`config.mk`:
```
export PLATFORM = sky130hd
export DESIGN_NAME = cmplx_mult_pipe
export DESIGN_NICKNAME = d
export VERILOG_FILES = /design/src/rtl/cmplx_mult_pipe_pkg.sv /design/src/rtl/cmplx_mult_pipe_round_sat.sv /design/src/rtl/cmplx_mult_pipe.sv
export SDC_FILE = /design/constraint.sdc
export NUM_CORES = 2
export LEC_CHECK = 0
export CORE_MARGIN = 2
export CORE_UTILIZATION = 29
export DETAILED_ROUTE_END_ITERATION = 10
export GPL_TIMING_DRIVEN = 0
export PLACE_DENSITY_LB_ADDON = 0.25
export SLEW_MARGIN = 20
export SYNTH_ARGS = -nofsm -noshare
export SYNTH_HDL_FRONTEND = slang
export SYNTH_SLANG_ARGS = --single-unit
export TNS_END_PERCENT = 100
```
`constraint.sdc`:
```
create_clock -name CLK -period 10.9 [get_ports CLK]
set_clock_uncertainty 0.1 [all_clocks]
set_input_delay 2.18 -clock CLK [delete_from_list [all_inputs] [get_ports CLK]]
set_output_delay 2.18 -clock CLK [all_outputs]
set_load 0.01 [all_outputs]
```
`src/rtl/cmplx_mult_pipe_pkg.sv`:
```
// Shared definitions for the complex multiplier datapath.
//  - ROUND_* / SAT_* encodings for the round_sat stage
//  - default Q-format widths (Q15 inputs, Q15 outputs)
//  - width helper for the full-precision product path
package cmplx_mult_pipe_pkg;

    localparam int ROUND_TRUNC  = 0;
    localparam int ROUND_HALFUP = 1;
    localparam int SAT_WRAP     = 0;
    localparam int SAT_CLAMP    = 1;

    localparam int DEF_IN_W  = 16;
    localparam int DEF_OUT_W = 16;
    localparam int DEF_SHIFT = 15;

    // Product/sum path width: one headroom bit above the exact 2*IN_W+2 result.
    function automatic int full_w(input int in_w);
        return 2 * in_w + 3;
    endfunction

endpackage

```
`src/rtl/cmplx_mult_pipe_round_sat.sv`:
```
// round_sat: combinational scale, round and saturate/wrap of one component.
// Ports:
//  x_in     in   IN_W_FULL  full-precision signed value
//  y_out    out  OUT_W      scaled, rounded and clamped (or wrapped) value
//  ovf_out  out  1          scaled value did not fit in OUT_W (reported for SAT_WRAP too)
module round_sat
    import cmplx_mult_pipe_pkg::*;
#(
    parameter int IN_W_FULL = 35,
    parameter int OUT_W     = DEF_OUT_W,
    parameter int SHIFT     = DEF_SHIFT,
    parameter int ROUND     = ROUND_HALFUP,
    parameter int SAT       = SAT_CLAMP
) (
    input  logic signed [IN_W_FULL-1:0] x_in,
    output logic signed [OUT_W-1:0]     y_out,
    output logic                        ovf_out
);

    // One extra bit so adding the rounding constant can never wrap.
    localparam int EXT_W  = IN_W_FULL + 1;
    localparam int RND_SH = (SHIFT > 0) ? SHIFT - 1 : 0;
    // With SHIFT=0 there is nothing to round away, so the constant is zero.
    localparam logic signed [EXT_W-1:0] RND_C =
        (ROUND == ROUND_HALFUP && SHIFT > 0) ? (EXT_W'(1'b1) << RND_SH) : '0;
    localparam logic signed [OUT_W-1:0] OUT_MAX = {1'b0, {(OUT_W-1){1'b1}}};
    localparam logic signed [OUT_W-1:0] OUT_MIN = {1'b1, {(OUT_W-1){1'b0}}};

    logic signed [EXT_W-1:0] rnd_s;
    logic signed [EXT_W-1:0] shf_s;
    logic [EXT_W-OUT_W:0]    hi_s;
    logic                    in_range_s;

    // Round, arithmetic shift, range check and clamp/wrap selection.
    always_comb begin
        rnd_s      = $signed({x_in[IN_W_FULL-1], x_in}) + RND_C;
        shf_s      = rnd_s >>> SHIFT;
        // In range exactly when every bit from the OUT_W sign bit upward agrees.
        hi_s       = shf_s[EXT_W-1:OUT_W-1];
        in_range_s = (&hi_s) | (~|hi_s);
        ovf_out    = ~in_range_s;
        if (in_range_s) begin
            y_out = shf_s[OUT_W-1:0];
        end else if (SAT == SAT_CLAMP) begin
            y_out = shf_s[EXT_W-1] ? OUT_MIN : OUT_MAX;
        end else begin
            y_out = shf_s[OUT_W-1:0];
        end
    end

endmodule

```
`src/rtl/cmplx_mult_pipe.sv`:
```
// cmplx_mult_pipe: pipelined complex multiplier p = a*b or a*conj(b) using
// three real multipliers, scaled by SHIFT, rounded and saturated to OUT_W.
// A sample taken at edge N appears on p_i/p_q with output_strobe after edge N+3.
// Ports:
//  CLK, s_RST            clock (rising) and synchronous active-high reset
//  a_i,a_q,b_i,b_q       signed IN_W operands
//  conj_b                use conj(b); qualified by input_strobe
//  input_strobe          operands valid this cycle
//  ovf_clr               clears the sticky overflow flag (a new overflow wins)
//  p_i,p_q               signed OUT_W result, held while output_strobe=0
//  output_strobe         p_i/p_q valid this cycle
//  ovf                   sticky: a result left the OUT_W range
module cmplx_mult_pipe
    import cmplx_mult_pipe_pkg::*;
#(
    parameter int IN_W  = DEF_IN_W,
    parameter int OUT_W = DEF_OUT_W,
    parameter int SHIFT = DEF_SHIFT,
    parameter int ROUND = ROUND_HALFUP,
    parameter int SAT   = SAT_CLAMP
) (
    input  logic                    CLK,
    input  logic                    s_RST,
    input  logic signed [IN_W-1:0]  a_i,
    input  logic signed [IN_W-1:0]  a_q,
    input  logic signed [IN_W-1:0]  b_i,
    input  logic signed [IN_W-1:0]  b_q,
    input  logic                    conj_b,
    input  logic                    input_strobe,
    input  logic                    ovf_clr,
    output logic signed [OUT_W-1:0] p_i,
    output logic signed [OUT_W-1:0] p_q,
    output logic                    output_strobe,
    output logic                    ovf
);

    localparam int FULL_W = full_w(IN_W);
    localparam int CJ_W   = IN_W + 1;
    localparam int PRE_W  = IN_W + 2;

    if (OUT_W + SHIFT > 2 * IN_W + 2) begin : g_bad_cfg
        $error("cmplx_mult_pipe: OUT_W + SHIFT must not exceed 2*IN_W+2");
    end

    logic signed [CJ_W-1:0]   bq_c_s;
    logic signed [PRE_W-1:0]  s1_c_s, s2_c_s, s3_c_s;
    logic                     v1_r, v2_r, v3_r;
    logic signed [IN_W-1:0]   a_i_r, b_i_r;
    logic signed [CJ_W-1:0]   bq_r;
    logic signed [PRE_W-1:0]  s1_r, s2_r, s3_r;
    logic signed [FULL_W-1:0] m0_r, m1_r, m2_r;
    logic signed [FULL_W-1:0] fi_r, fq_r;
    logic signed [OUT_W-1:0]  y_i_s, y_q_s;
    logic                     ovf_i_s, ovf_q_s;

    // Conjugate (one extra bit so negating the most negative value is exact) and pre-adds.
    always_comb begin
        if (conj_b) begin
            bq_c_s = -CJ_W'(b_q);
        end else begin
            bq_c_s = CJ_W'(b_q);
        end
        s1_c_s = PRE_W'(b_i) + PRE_W'(bq_c_s);
        s2_c_s = PRE_W'(a_i) + PRE_W'(a_q);
        s3_c_s = PRE_W'(a_q) - PRE_W'(a_i);
    end

    // Valid bits: the strobe walks down the pipe; reset drops all in-flight samples.
    always_ff @(posedge CLK) begin
        if (s_RST) begin
            v1_r          <= 1'b0;
            v2_r          <= 1'b0;
            v3_r          <= 1'b0;
            output_strobe <= 1'b0;
        end else begin
            v1_r          <= input_strobe;
            v2_r          <= v1_r;
            v3_r          <= v2_r;
            output_strobe <= v3_r;
        end
    end

    // Datapath stages 1-3; each stage loads only behind a valid sample.
    always_ff @(posedge CLK) begin
        if (s_RST) begin
            a_i_r <= '0;
            b_i_r <= '0;
            bq_r  <= '0;
            s1_r  <= '0;
            s2_r  <= '0;
            s3_r  <= '0;
            m0_r  <= '0;
            m1_r  <= '0;
            m2_r  <= '0;
            fi_r  <= '0;
            fq_r  <= '0;
        end else begin
            if (input_strobe) begin
                a_i_r <= a_i;
                b_i_r <= b_i;
                bq_r  <= bq_c_s;
                s1_r  <= s1_c_s;
                s2_r  <= s2_c_s;
                s3_r  <= s3_c_s;
            end
            if (v1_r) begin
                m0_r <= FULL_W'(a_i_r) * FULL_W'(s1_r);
                m1_r <= FULL_W'(bq_r)  * FULL_W'(s2_r);
                m2_r <= FULL_W'(b_i_r) * FULL_W'(s3_r);
            end
            if (v2_r) begin
                // I = ai*bi - aq*bq', Q = ai*bq' + aq*bi
                fi_r <= m0_r - m1_r;
                fq_r <= m0_r + m2_r;
            end
        end
    end

    round_sat #(
        .IN_W_FULL(FULL_W), .OUT_W(OUT_W), .SHIFT(SHIFT), .ROUND(ROUND), .SAT(SAT)
    ) u_rs_i (
        .x_in(fi_r), .y_out(y_i_s), .ovf_out(ovf_i_s)
    );

    round_sat #(
        .IN_W_FULL(FULL_W), .OUT_W(OUT_W), .SHIFT(SHIFT), .ROUND(ROUND), .SAT(SAT)
    ) u_rs_q (
        .x_in(fq_r), .y_out(y_q_s), .ovf_out(ovf_q_s)
    );

    // Output registers and sticky overflow; a fresh overflow beats ovf_clr.
    always_ff @(posedge CLK) begin
        if (s_RST) begin
            p_i <= '0;
            p_q <= '0;
            ovf <= 1'b0;
        end else begin
            if (v3_r) begin
                p_i <= y_i_s;
                p_q <= y_q_s;
            end
            if (v3_r && (ovf_i_s || ovf_q_s)) begin
                ovf <= 1'b1;
            end else if (ovf_clr) begin
                ovf <= 1'b0;
            end else begin
                ovf <= ovf;
            end
        end
    end

endmodule

```
==> results.yml <==
global_route:
  grt_overflow_total: 0
  antenna_found_initial: 15
  grt_pass1_vias: 36791
  grt_pass1_wl_um: 235000
  grt_max_degree: 15
  grt_usage: 0.189
critical_path:
  worstPathRequired_ns: 11.23
  slowest_stage: "xnor2_1"
  critPathMaxFanout: 10
  crit_type: "flop to flop"
  cp.arrival_ns: 9.04
  start_kind: "flop"
  crit_chain: "clkbuf_1 -> clkbuf_1 -> nand2_1 -> fa_1 -> inv_1 -> fa_1 -> fa_1 -> fa_1 -> fa_1 -> inv_1 -> fa_1 -> inv_1 -> ha_1 -> a21oi_1 -> o21ai_1 -> a21o_1 -> a221o_1 -> a41o_1 -> a211oi_1 -> a21oi_1 -> xnor2_1 -> o21ai_0"
  cp-end-kind: "flop"
  ff2ff_path_depth: 22
  crit_path_max_incr_delay_ns: 0.93
  path_common_cell: "fa_1"
die:
  die_h_um: 407
  design.die.area_um2: 165000
  die_w_um: 407
  io_pins: 103
  coreArea_um2: 161000
  num_rows: 147
  start_util: 0.292
synth:
  syn_area_per_cell_um2: 8.95
  synth.largest_area_cell: "fa_1"
  async_reset_ff_frac: 0
  syn-instance-count: 5250
  synth_seq_area_share: 0.119
  yosysTopAreaCellShare: 0.368
  syn-num-nets: 6557
  synth-warning-count: 0
  ys.flop_type: "dfxtp_1"
  synth_area_um2: 47000
  synth_area_leaders: "fa_1 (37%), dfxtp_1 (12%), ha_1 (9.9%)"
  synth_common_cells: "inv_1 (1033), fa_1 (865), nand2_1 (539)"
  synth_edf_count: 0
  ys_types: 89
  ys_ff_latch: 280
  yosys.cell_count.top_type: "inv_1"
final_layout:
  layout-drive-gt1-share: 0.0192
  nNetsFinal: 6692
  area_growth_pct: 10.3
placement:
  dp_hpwl_um: 132000
  gp_congestion: 0.898
  place_ws_ns: 2.34
  io_buffers: 101
sta:
  finalWorstSetupSlack_ns: 2.19
  fmax_mhz: 115
  final.setup.tns_ns: 0
  max_slew_margin: 0.147
  tightest_slew_ns: 1.28
  slew_viol_final: 0
  setup_viol: 0
  fin_crit_sh: 0.799
  rsz0062_at_grt: "false"
  final_hold_viol_count: 0
  fin_crit_ns: 8.71
power:
  clockPowerShare: 0.172
  p_sw_w: 0.00324
  sw_frac_of_total: 0.487
  peakVddDrop_v: 0.000131
  power_density_nw_per_um2: 128
  intPower_w: 0.00341
  leakagePower_nw: 25.1
  pwr-share-comb: 0.623
  seqPwrFrac: 0.205
clocking:
  cts_resized: 0
  cts_setup_buffers: 0
  cts_htree_levels: 1
  ctsRootBufferMaster: "clkbuf_16"
  cts.clk_slew.worst_paths_ns: 0.06
  worstSkewPairLatency_ns: 0.61
  clock-sinks: 280
  tritoncts: "built"
  cts_buffers: 31
  cts.hold.buffers_added: 0
  cts_max_path_buffers: 3
route:
  vias: 35841
  post_drt_wl_per_cell_um: 20.5
  drtIter0Drc: 2426
  antenna_left: 0
  routed_wl_um: 156000
  drc: 0
  avgViaCountPerCell: 4.73
  drtPass1Iterations: 5
worst_hold_path:
  hold_depth: 2
  min_path_type: "flop to flop"
status:
  status: "finished, final reports clean"
flow_run:
  max-cap-violations: 0
[power by group through the flow]
stage                     registers, W  clock network (W)  logic [W]
after floorplan                0.00126                  0    0.00280
after global placement         0.00138                  0    0.00410
after detailed placement       0.00138                  0    0.00412
after CTS                      0.00136            0.00116    0.00416
after global routing           0.00138            0.00120    0.00461
final                          0.00137            0.00114    0.00414
[flip-flops by register name, indices dropped and copies added (netlist names), 16 cells and up]
| signal | count |
|---|---|
| fq_r | 21 |
| fi_r | 21 |
| b_i_r | 16 |
| a_i_r | 16 |
| m2_r | 33 |
| s3_r | 16 |
| p_q | 16 |
| s2_r | 17 |
| s1_r | 18 |
| p_i | 16 |
| m0_r | 34 |
| bq_r | 17 |
| m1_r | 34 |
[cell families (layout without fill, tap and decap cells)]
| group | Yosys count | count (layout) | share of synthesized area |
|---|---|---|---|
| mux | 137 | 137 | 0.0292 |
| flops | 280 | 280 | 0.119 |
| compound gates | 545 | 545 | 0.0809 |
| fa+ha+maj | 1238 | 1238 | 0.468 |
| xor+xnor | 206 | 206 | 0.0384 |
| other cells | 0 | 5 | 0 |
| simple gates | 1593 | 1593 | 0.164 |
| buf+inv | 1251 | 1409 | 0.100 |
[metrics by stage]
stage	total power (W)	std cells	utilization	hold slack [ns]	cell area (um2)
after floorplan	0.00406	5250	-	0.328	47000
after global placement	0.00548	7511	0.315	0.336	50700
after detailed placement	0.00550	7512	0.316	0.343	50700
after CTS	0.00668	7568	0.322	0.351	51800
after global routing	0.00718	7568	0.322	0.385	51800
final	0.00665	7573	0.322	0.345	51800
[metal layers]
layer	wire [um]	global-route usage
met5	0	0
met4	3220	0.0347
met1	77000	0.285
met2	67900	0.294
met3	7460	0.0177
[worst paths after layout]
kind                                             from                    end  slack (ns)
worst max register to register  s3_r[16]$_SDFFE_PP0P_  m2_r[31]$_SDFFE_PP0P_        2.19
worst max-delay path            s3_r[16]$_SDFFE_PP0P_  m2_r[31]$_SDFFE_PP0P_        2.19
worst min register to register    p_q[0]$_SDFFE_PP0P_    p_q[0]$_SDFFE_PP0P_        0.34
worst min-delay path              p_q[0]$_SDFFE_PP0P_    p_q[0]$_SDFFE_PP0P_        0.34
[cell type report]
type	count	area, um2
clock inverter	10	163
inverter	1034	3880
timing repair buffer	102	1020
fill	17145	109000
clock buffer	46	922
antenna	5	12.5
sequential	280	5610
buffer	217	821
tap	2160	2700
multi-input combinational	3719	36700
[worst max-delay path, delay by kind of cell (launching register included)]
kind	cells	cell delay, ns
adder cells (fa/ha/maj)	7	3.80
AO/OA/AOI/OAI	8	1.89
buffers and inverters	5	1.27
XOR/XNOR	1	0.93
flip-flops	1	0.31
AND/OR/NAND/NOR	1	0.21
[cell usage in the layout, fill, tap and decap left out, types with 8 or more instances in the layout]
cell / count
inv_1: 1033
fa_1: 865
nand2_1: 539
and2_1: 409
ha_1: 373
nor2_1: 352
dfxtp_1: 280
clkbuf_1: 202
xnor2_1: 141
a21oi_1: 137
mux2i_1: 136
clkdlybuf4s50_1: 101
o21ai_0: 69
a21o_1: 68
xor2_1: 64
nor3_1: 63
nand3_1: 53
a211oi_1: 36
nand2b_1: 34
and3_1: 33
clkbuf_16: 31
nor2b_1: 23
o21bai_1: 22
o21a_1: 22
buf_1: 16
a22o_1: 16
a31oi_1: 15
o21ai_1: 14
nand4_1: 13
o31ai_1: 12
and4_1: 11
or3_1: 9
o22ai_1: 9
a211o_1: 9
clkbuf_8: 9
o41ai_1: 8
o221a_2: 8
(Power assumes the default switching activity.)
